$ cat src/rtl/sv32_page_walker_pkg.sv
// Shared types for the Sv32 page-table walker: PTE layout, walk states and the
// TLB update word packing used by cva6_tlb_sv32.
package sv32_ptw_pkg;

  localparam int UPDATE_W      = 63;
  localparam int UPD_VALID_BIT = 62;
  localparam int UPD_IS4M_BIT  = 61;
  localparam int UPD_VPN_LSB   = 41;
  localparam int UPD_ASID_LSB  = 32;
  localparam int UPD_PTE_LSB   = 0;

  typedef struct packed {
    logic [11:0] ppn1;
    logic [9:0]  ppn0;
    logic [1:0]  rsw;
    logic        d;
    logic        a;
    logic        g;
    logic        u;
    logic        x;
    logic        w;
    logic        r;
    logic        v;
  } pte_t;

  typedef enum logic [2:0] {
    ST_IDLE,
    ST_L1_REQ,
    ST_L1_WAIT,
    ST_L0_REQ,
    ST_L0_WAIT,
    ST_DONE,
    ST_FAULT,
    ST_ABORT
  } walk_state_e;

  function automatic logic [UPDATE_W-1:0] pack_tlb_update(input logic       is_4m,
                                                          input logic [19:0] vpn,
                                                          input logic [8:0]  asid,
                                                          input pte_t        pte);
    return {1'b1, is_4m, vpn, asid, pte};
  endfunction

endpackage

$ cat src/rtl/sv32_page_walker_if.sv
// Miss request channel and PTE read port of the Sv32 walker.
// Handshakes: a miss transfers on a rising edge where miss_valid_i & miss_ready_o;
// a PTE read is accepted where mem_req_o & mem_gnt_i, and its data returns on a
// later mem_rvalid_i pulse (exactly one per grant, no ready on the return path).
interface sv32_page_walker_if #(
  parameter int ASID_WIDTH = 1
);
  logic                  miss_valid_i;
  logic                  miss_ready_o;
  logic [31:0]           miss_vaddr_i;
  logic [ASID_WIDTH-1:0] miss_asid_i;
  logic                  mem_req_o;
  logic [33:0]           mem_addr_o;
  logic                  mem_gnt_i;
  logic                  mem_rvalid_i;
  logic [31:0]           mem_rdata_i;

  modport slave (
    input  miss_valid_i, miss_vaddr_i, miss_asid_i, mem_gnt_i, mem_rvalid_i, mem_rdata_i,
    output miss_ready_o, mem_req_o, mem_addr_o
  );

  modport master (
    output miss_valid_i, miss_vaddr_i, miss_asid_i, mem_gnt_i, mem_rvalid_i, mem_rdata_i,
    input  miss_ready_o, mem_req_o, mem_addr_o
  );
endinterface

$ cat src/rtl/sv32_page_walker_pte_check.sv
// Combinational Sv32 PTE classification for one walk level.
module sv32_pte_check
  import sv32_ptw_pkg::*;
(
  input  pte_t pte_i,
  input  logic level1_i,
  output logic fault_o,
  output logic leaf_o,
  output logic is_4m_o
);

  // Permission/software bits travel raw into the TLB and play no part here.
  logic unused_bits;
  assign unused_bits = ^{pte_i.ppn1, pte_i.rsw, pte_i.d, pte_i.a, pte_i.g, pte_i.u};

  always_comb begin
    leaf_o  = pte_i.r | pte_i.x;
    is_4m_o = level1_i & leaf_o;
    fault_o = !pte_i.v
            | (!pte_i.r & pte_i.w)
            | (is_4m_o & (pte_i.ppn0 != '0))
            | (!level1_i & !leaf_o);
  end

endmodule

$ cat src/rtl/sv32_page_walker.sv
// Sv32 two-level hardware page-table walker feeding cva6_tlb_sv32 update_i.
// One outstanding PTE read at a time; flush aborts and silently drains a walk.
module sv32_page_walker
  import sv32_ptw_pkg::*;
#(
  parameter int ASID_WIDTH = 1
) (
  input  logic                clk_i,
  input  logic                rst_i,
  input  logic                flush_i,
  input  logic [21:0]         satp_ppn_i,
  sv32_page_walker_if.slave   bus,
  output logic [UPDATE_W-1:0] update_o,
  output logic                page_fault_o,
  output logic                busy_o,
  output walk_state_e         state_o
);

  walk_state_e           state_q, state_d;
  logic [19:0]           vpn_q;
  logic [8:0]            asid_q;
  logic [21:0]           satp_q;
  pte_t                  pte_q;
  logic                  is_4m_q;
  logic [ASID_WIDTH-1:0] asid_in;
  logic                  level1, chk_fault, chk_leaf, chk_is_4m;
  logic                  accept, pte_arrives;

  logic unused_vaddr;
  assign unused_vaddr = ^bus.miss_vaddr_i[11:0];

  assign asid_in     = bus.miss_asid_i;
  assign level1      = (state_q == ST_L1_WAIT);
  assign accept      = (state_q == ST_IDLE) && bus.miss_valid_i;
  assign pte_arrives = ((state_q == ST_L1_WAIT) || (state_q == ST_L0_WAIT)) && bus.mem_rvalid_i;

  sv32_pte_check u_pte_check (
    .pte_i    (pte_t'(bus.mem_rdata_i)),
    .level1_i (level1),
    .fault_o  (chk_fault),
    .leaf_o   (chk_leaf),
    .is_4m_o  (chk_is_4m)
  );

  always_ff @(posedge clk_i) begin
    if (rst_i) state_q <= ST_IDLE;
    else       state_q <= state_d;
  end

  always_comb begin
    state_d = state_q;
    case (state_q)
      ST_IDLE: if (bus.miss_valid_i) state_d = ST_L1_REQ;
      ST_L1_REQ, ST_L0_REQ: begin
        // A granted read must still be drained even if the walk is abandoned.
        if (flush_i)            state_d = bus.mem_gnt_i ? ST_ABORT : ST_IDLE;
        else if (bus.mem_gnt_i) state_d = (state_q == ST_L1_REQ) ? ST_L1_WAIT : ST_L0_WAIT;
      end
      ST_L1_WAIT, ST_L0_WAIT: begin
        if (flush_i)               state_d = bus.mem_rvalid_i ? ST_IDLE : ST_ABORT;
        else if (bus.mem_rvalid_i) begin
          if (chk_fault)     state_d = ST_FAULT;
          else if (chk_leaf) state_d = ST_DONE;
          else               state_d = ST_L0_REQ;
        end
      end
      ST_DONE, ST_FAULT: state_d = ST_IDLE;
      ST_ABORT: if (bus.mem_rvalid_i) state_d = ST_IDLE;
      default: state_d = ST_IDLE;
    endcase
  end

  always_ff @(posedge clk_i) begin
    if (rst_i) begin
      vpn_q   <= '0;
      asid_q  <= '0;
      satp_q  <= '0;
      pte_q   <= '0;
      is_4m_q <= 1'b0;
    end else begin
      if (accept) begin
        vpn_q  <= bus.miss_vaddr_i[31:12];
        asid_q <= 9'(asid_in);
        satp_q <= satp_ppn_i;
      end
      if (pte_arrives) begin
        pte_q   <= pte_t'(bus.mem_rdata_i);
        is_4m_q <= chk_is_4m;
      end
    end
  end

  always_comb begin
    bus.miss_ready_o = (state_q == ST_IDLE);
    bus.mem_req_o    = (state_q == ST_L1_REQ) || (state_q == ST_L0_REQ);
    bus.mem_addr_o   = '0;
    if (state_q == ST_L1_REQ) bus.mem_addr_o = {satp_q, vpn_q[19:10], 2'b00};
    if (state_q == ST_L0_REQ) bus.mem_addr_o = {pte_q.ppn1, pte_q.ppn0, vpn_q[9:0], 2'b00};
    busy_o       = (state_q != ST_IDLE);
    update_o     = '0;
    if ((state_q == ST_DONE) && !flush_i) update_o = pack_tlb_update(is_4m_q, vpn_q, asid_q, pte_q);
    page_fault_o = (state_q == ST_FAULT) && !flush_i;
    state_o      = state_q;
  end

endmodule

$ cat src/flat_wrapper.sv
// flat-port wrapper written by rule: the top's interface ports become plain ports
module sv32_page_walker_flat import sv32_ptw_pkg::*;
#(
  parameter int ASID_WIDTH = 1
)
  (clk_i, rst_i, flush_i, satp_ppn_i, update_o, page_fault_o, busy_o, state_o, bus_miss_valid_i, bus_miss_vaddr_i, bus_miss_asid_i, bus_mem_gnt_i, bus_mem_rvalid_i, bus_mem_rdata_i, bus_miss_ready_o, bus_mem_req_o, bus_mem_addr_o);
  sv32_page_walker_if #(.ASID_WIDTH(ASID_WIDTH)) bus_i ();
  input  logic clk_i;
  input  logic rst_i;
  input  logic flush_i;
  input  logic [21:0] satp_ppn_i;
  output logic [UPDATE_W-1:0] update_o;
  output logic page_fault_o;
  output logic busy_o;
  output walk_state_e state_o;
  input wire logic [$bits(bus_i.miss_valid_i)-1:0] bus_miss_valid_i;
  input wire logic [$bits(bus_i.miss_vaddr_i)-1:0] bus_miss_vaddr_i;
  input wire logic [$bits(bus_i.miss_asid_i)-1:0] bus_miss_asid_i;
  input wire logic [$bits(bus_i.mem_gnt_i)-1:0] bus_mem_gnt_i;
  input wire logic [$bits(bus_i.mem_rvalid_i)-1:0] bus_mem_rvalid_i;
  input wire logic [$bits(bus_i.mem_rdata_i)-1:0] bus_mem_rdata_i;
  output wire logic [$bits(bus_i.miss_ready_o)-1:0] bus_miss_ready_o;
  output wire logic [$bits(bus_i.mem_req_o)-1:0] bus_mem_req_o;
  output wire logic [$bits(bus_i.mem_addr_o)-1:0] bus_mem_addr_o;
  assign bus_i.miss_valid_i = bus_miss_valid_i;
  assign bus_i.miss_vaddr_i = bus_miss_vaddr_i;
  assign bus_i.miss_asid_i = bus_miss_asid_i;
  assign bus_i.mem_gnt_i = bus_mem_gnt_i;
  assign bus_i.mem_rvalid_i = bus_mem_rvalid_i;
  assign bus_i.mem_rdata_i = bus_mem_rdata_i;
  assign bus_miss_ready_o = bus_i.miss_ready_o;
  assign bus_mem_req_o = bus_i.mem_req_o;
  assign bus_mem_addr_o = bus_i.mem_addr_o;
  sv32_page_walker #(.ASID_WIDTH(ASID_WIDTH)) u_core (.clk_i(clk_i), .rst_i(rst_i), .flush_i(flush_i), .satp_ppn_i(satp_ppn_i), .bus(bus_i), .update_o(update_o), .page_fault_o(page_fault_o), .busy_o(busy_o), .state_o(state_o));
endmodule
$ cat config.mk
export PLATFORM = sky130hd
export DESIGN_NAME = sv32_page_walker_flat
export DESIGN_NICKNAME = d
export VERILOG_FILES = /design/src/rtl/sv32_page_walker_pkg.sv /design/src/rtl/sv32_page_walker_if.sv /design/src/rtl/sv32_page_walker_pte_check.sv /design/src/rtl/sv32_page_walker.sv /design/src/flat_wrapper.sv
export SDC_FILE = /design/constraint.sdc
export NUM_CORES = 1
export LEC_CHECK = 0
export CORE_UTILIZATION = 30
export CTS_CLUSTER_DIAMETER = 60
export DETAILED_ROUTE_END_ITERATION = 6
export PLACE_DENSITY_LB_ADDON = 0.12
export RECOVER_POWER = 25
export SLEW_MARGIN = 20
export SYNTH_ARGS = -nofsm -noshare
export SYNTH_HDL_FRONTEND = slang
export SYNTH_SLANG_ARGS = --single-unit
$ cat constraint.sdc
create_clock -name clk_i -period 2 [get_ports clk_i]
set_input_delay 0.4 -clock clk_i [delete_from_list [all_inputs] [get_ports clk_i]]
set_output_delay 0.4 -clock clk_i [all_outputs]
set_load 0.02 [all_outputs]
Word-level counts from Yosys, hierarchy flattened
Cells that the tools add are included.

cells by class
  bitwise gates (word level) = 8
  multiplexer cells = 15
  reduce and logical (&&, ||, !) cells = 18
  eq/ne operators = 11

operators by type and width
  operator              number
  $mux W34              2
  $mux W63              1
  $mux W3               11
  $pmux W3 S5           1
  $eq A3 B3 Y1 const B  4
  $reduce_bool A10 Y1   1
  $eq A3 B2 Y1 const B  2
  $ne A3 B3 Y1 const B  2
  $reduce_or A2 Y1      3
  $logic_not A1 Y1      5
  $and A1 B1 Y1         4
  $logic_and A1 B1 Y1   4
  $ne A2 B2 Y1 const B  2
  $or A1 B1 Y1          4
  $reduce_and A4 Y1     1
  $eq A3 B1 Y1 const B  1
  $logic_not A3 Y1      1
  $reduce_bool A3 Y1    1
  $logic_or A1 B1 Y1    2

storage, ports and cells
  input bits = 93
  register bits after elaboration = 79
  output and inout bits = 104
  logic and storage cells = 68

Logic depth before layout (Yosys ltp)
  depth in word-level cells = 9
  depth in mapped cells = 8
  gate-level depth less buffers = 5

Cells and area by module
From an unflattened synthesis, not the netlist that was laid out.

second synthesis, totals
  cells, all modules = 535
  area total of the unflattened synthesis = 4010.1 sq um

modules (own cells, without submodules)
  module            seq. area each (sq um)  cells each  times used  area each (sq um)
  sv32_page_walker  1581.5                  526         1           3933.8
  sv32_pte_check    0.0                     9           1           76.3

Worst setup path before layout
Ideal clock, no wire load.

  path kind = register to output
  start point = register u_core.state_q[0], in the netlist u_core.state_o[0]
  end point = output port update_o[53]
  stages on the path, launching flop included = 6
  data required time = 1.600 ns
  setup slack = -0.127 ns
  data arrival time = 1.727 ns
  buffers on the path = 2
  path through = dfxtp_1 > buf_4 > inv_2 > nor3_4 > clkbuf_1 > and2_1

on the way
  cells in the longest elaborated chain, start to end = 3

ends and longest elaborated chain
  element                 line                     RTL
  from (decl)             sv32_page_walker.sv:19   walk_state_e state_q, state_d;
  from (signal assigned)  sv32_page_walker.sv:47   else state_q <= state_d;
  $eq A3 B3 Y1            sv32_page_walker.sv:101  if ((state_q == ST_DONE) && !flush_i) update_o = pack_tlb_update(is_4m_q, vpn_q, asid_q, pte_q);
  $logic_and A1 B1 Y1     sv32_page_walker.sv:101
  $mux W63                sv32_page_walker.sv:101
  to (decl)               flat_wrapper.sv:12       output logic [UPDATE_W-1:0] update_o;

No other way between the ends.

Worst setup path in the final report
  start point = register u_core.state_q[1], in the netlist u_core.state_o[1]
  end point = output port update_o[17]

Same word-level chain as after synthesis.

==> results.cfg <==
[sta]
drv_slew = 0
fin_skew_ns = 0.00595
setup_violations = 59
slew-limit-headroom = 0.658
setup_slack_ns = -0.0972
min_period_ns = 2.10
timing.final.crit_share = 1.05
fmax_mhz = 477
hold_violations = 0
rsz0062_at_grt = true
tightest_slew_ns = 0.513

[logic_synthesis]
synthArstFlopShare = 0
ys_seq_elements = 79
yosys_warnings = 0
syn_area_um2 = 3830
synth_cells = 507
ys.flop_type = dfxtp_1
synth.distinct_cells = 37
synth_edf_count = 0
ys_seq_area_frac = 0.413
synth_area_per_cell_um2 = 7.55

[floorplanning]
ioPinCount = 197
die_h_um = 115
start_util = 0.314
rows = 40
dieWidth_um = 115
die_area_um2 = 13200
core_um2 = 12200

[pwr]
pwr_density_cell_nw_per_um2 = 669
peakVddDrop_v = 0.000348
cellLeakagePower_nw = 2.67

[routing]
drt_first_pass_iters = 4
via_per_inst = 4.85
vias = 4227
drtIter0Drc = 200
ant_nets = 0
wirelength_um = 14300
drc = 0
wl_per_cell_um = 16.4

[clock_network]
cts.sinks = 79
cts_max_level = 3
clock-root-buffer = clkbuf_16
cts_buffers = 9
insertion_delay_ns = 0.34
clk_pin_slew_ns = 0.06
cts_tree = done
clock_path_buffers = 2

[min_path]
hp-class = reg2reg

[placement]
place_area_um2 = 5880
io_buffers = 174
hpwl_um = 8900
place_congestion = 0.825
pre_cts_ws_ns = -0.526

[critical_path]
cp.required_ns = 1.60
path_class = reg2out
cp_max_fo = 6
cp.arrival_ns = 1.70
crit_path_end_kind = primary output
cp-start-kind = flop

[layout]
fin_nets = 792
n_antenna_cell = 0
syn_to_final_growth_pct = 67.7
layout-drive-gt1-share = 0.274
stdcell_area_um2 = 6420

[grt]
grt_max_degree = 35
antenna_found_initial = 0
grt_pass1_vias = 3854
overflow = 0
track_usage = 0.214
grt_pass1_wl_um = 21200

[run_status]
violations = setup timing
status = finished, violations left

[job]
max_cap_violations = 0
==> final cells by class <==
class | instances | area [um2]
flip-flops and latches | 79 | 1590
repair buffers | 223 | 2170
clock buffers | 9 | 225
clock inverters | 7 | 120
inverters | 5 | 21.3
fillers | 1242 | 5790
multi-input cells | 381 | 2090
well taps | 168 | 210
==> per-stage QoR <==
| step | total power (W) | setup TNS (ns) | std cells | utilization | hold WS (ns) |
|---|---|---|---|---|---|
| 5_1_grt | 0.00446 | -5.42 | 872 | 0.526 | 0.469 |
| 2_1_floorplan | 0.00205 | 0 | 516 | - | 0.427 |
| 3_5_place_dp | 0.00243 | -29.68 | 839 | 0.482 | 0.445 |
| 6_report | 0.00429 | -1.67 | 872 | 0.526 | 0.453 |
| 3_3_place_gp | 0.00242 | -27.30 | 839 | 0.482 | 0.437 |
| 4_1_cts | 0.00432 | -1.50 | 869 | 0.522 | 0.455 |
==> layout by cell type, fill, tap and decap left out, types with 3 or more instances in the layout <==
cell / synthesis / final
a21oi_1: 82 / 82
a22o_1: 32 / 32
and2_1: 56 / 29
and2_4: 0 / 26
buf_12: 0 / 10
buf_16: 0 / 5
buf_2: 12 / 31
buf_4: 15 / 56
buf_6: 1 / 31
bufinv_16: 0 / 3
clkbuf_16: 0 / 10
clkdlybuf4s50_1: 0 / 81
conb_1: 1 / 10
dfxtp_1: 79 / 76
dlygate4sd2_1: 0 / 5
inv_1: 4 / 4
nand2_1: 157 / 156
nand2b_1: 5 / 4
nand3_1: 3 / 3
nor2_1: 9 / 7
nor3_1: 3 / 3
==> layer usage <==
metal | vias up | GRT usage | wire (um)
li1 | 2058 | - | -
met1 | 1984 | 0.270 | 6110
met2 | 169 | 0.361 | 6800
met3 | 16 | 0.0448 | 1130
met4 | 0 | 0.0727 | 220
met5 | - | 0 | 0
==> state kept, by name, indices dropped and copies added (netlist names) <==
| register | flops |
|---|---|
| u_core.state_o | 3 |
| u_core.asid_q | 1 |
| u_core.satp_q | 22 |
| u_core.vpn_q | 20 |
| u_core.is_4m_q | 1 |
| u_core.pte_q | 32 |
==> final timing paths <==
path | from | to | slack, ns | cells after the start
max | u_core.state_o[1] | update_o[17] | -0.1 | 8
min | u_core.pte_q[3] | u_core.pte_q[3] | 0.45 | 2
max reg2reg | u_core.state_o[1] | u_core.pte_q[2] | 0.30 | 8
min reg2reg | u_core.pte_q[3] | u_core.pte_q[3] | 0.45 | 2
==> cell usage after synthesis (2+ instances only) <==
library cell / n / share of area
nor4_1: 2 / 0.0033
dfxtp_1: 79 / 0.41
and2_1: 56 / 0.092
clkbuf_1: 23 / 0.023
nor2_1: 9 / 0.0088
nand2_1: 157 / 0.15
o21ai_0: 2 / 0.0026
o32a_1: 2 / 0.0052
nand3_1: 3 / 0.0039
nand2b_1: 5 / 0.0082
buf_4: 15 / 0.029
buf_2: 12 / 0.016
nor3_1: 3 / 0.0039
a22o_1: 32 / 0.073
a21oi_1: 82 / 0.11
inv_1: 4 / 0.0039
==> power breakdown <==
part           internal [W]  leakage [nW]  switching (W)  total (W)
clock network       0.00122         0.166       0.000684    0.00191
logic              0.000331          1.85       0.000355   0.000686
registers           0.00165         0.645      0.0000504    0.00170
==> cell families (layout without fill, tap and decap cells) <==
family | after synthesis | count (layout) | synth area share
AND/OR/NAND/NOR | 241 | 241 | 0.289
AO/OA/AOI/OAI | 130 | 130 | 0.222
flip-flops | 79 | 79 | 0.413
buffers and inverters | 56 | 244 | 0.0755
other | 1 | 10 | 0.000979
==> critical path, stage by stage (launching register included) <==
cell,delay [ns]
dfxtp_2,0.33
nand2b_4,0.15
nor3_4,0.14
buf_6,0.15
buf_12,0.12
buf_16,0.12
buf_4,0.10
and2_4,0.13
buf_6,0.10
==> repair_timing <==
| action | 4_1_cts | 5_1_grt |
|---|---|---|
| pin swaps | 20 | 3 |
| resized for setup | 466 | 7 |
| gates cloned | 5 | 1 |
| buffers inserted | 9 | 3 |
| hold buffers | 0 | 0 |
| endpoints found under the setup margin | 91 | 86 |
No activity file was read; power rests on OpenSTA's default activity.
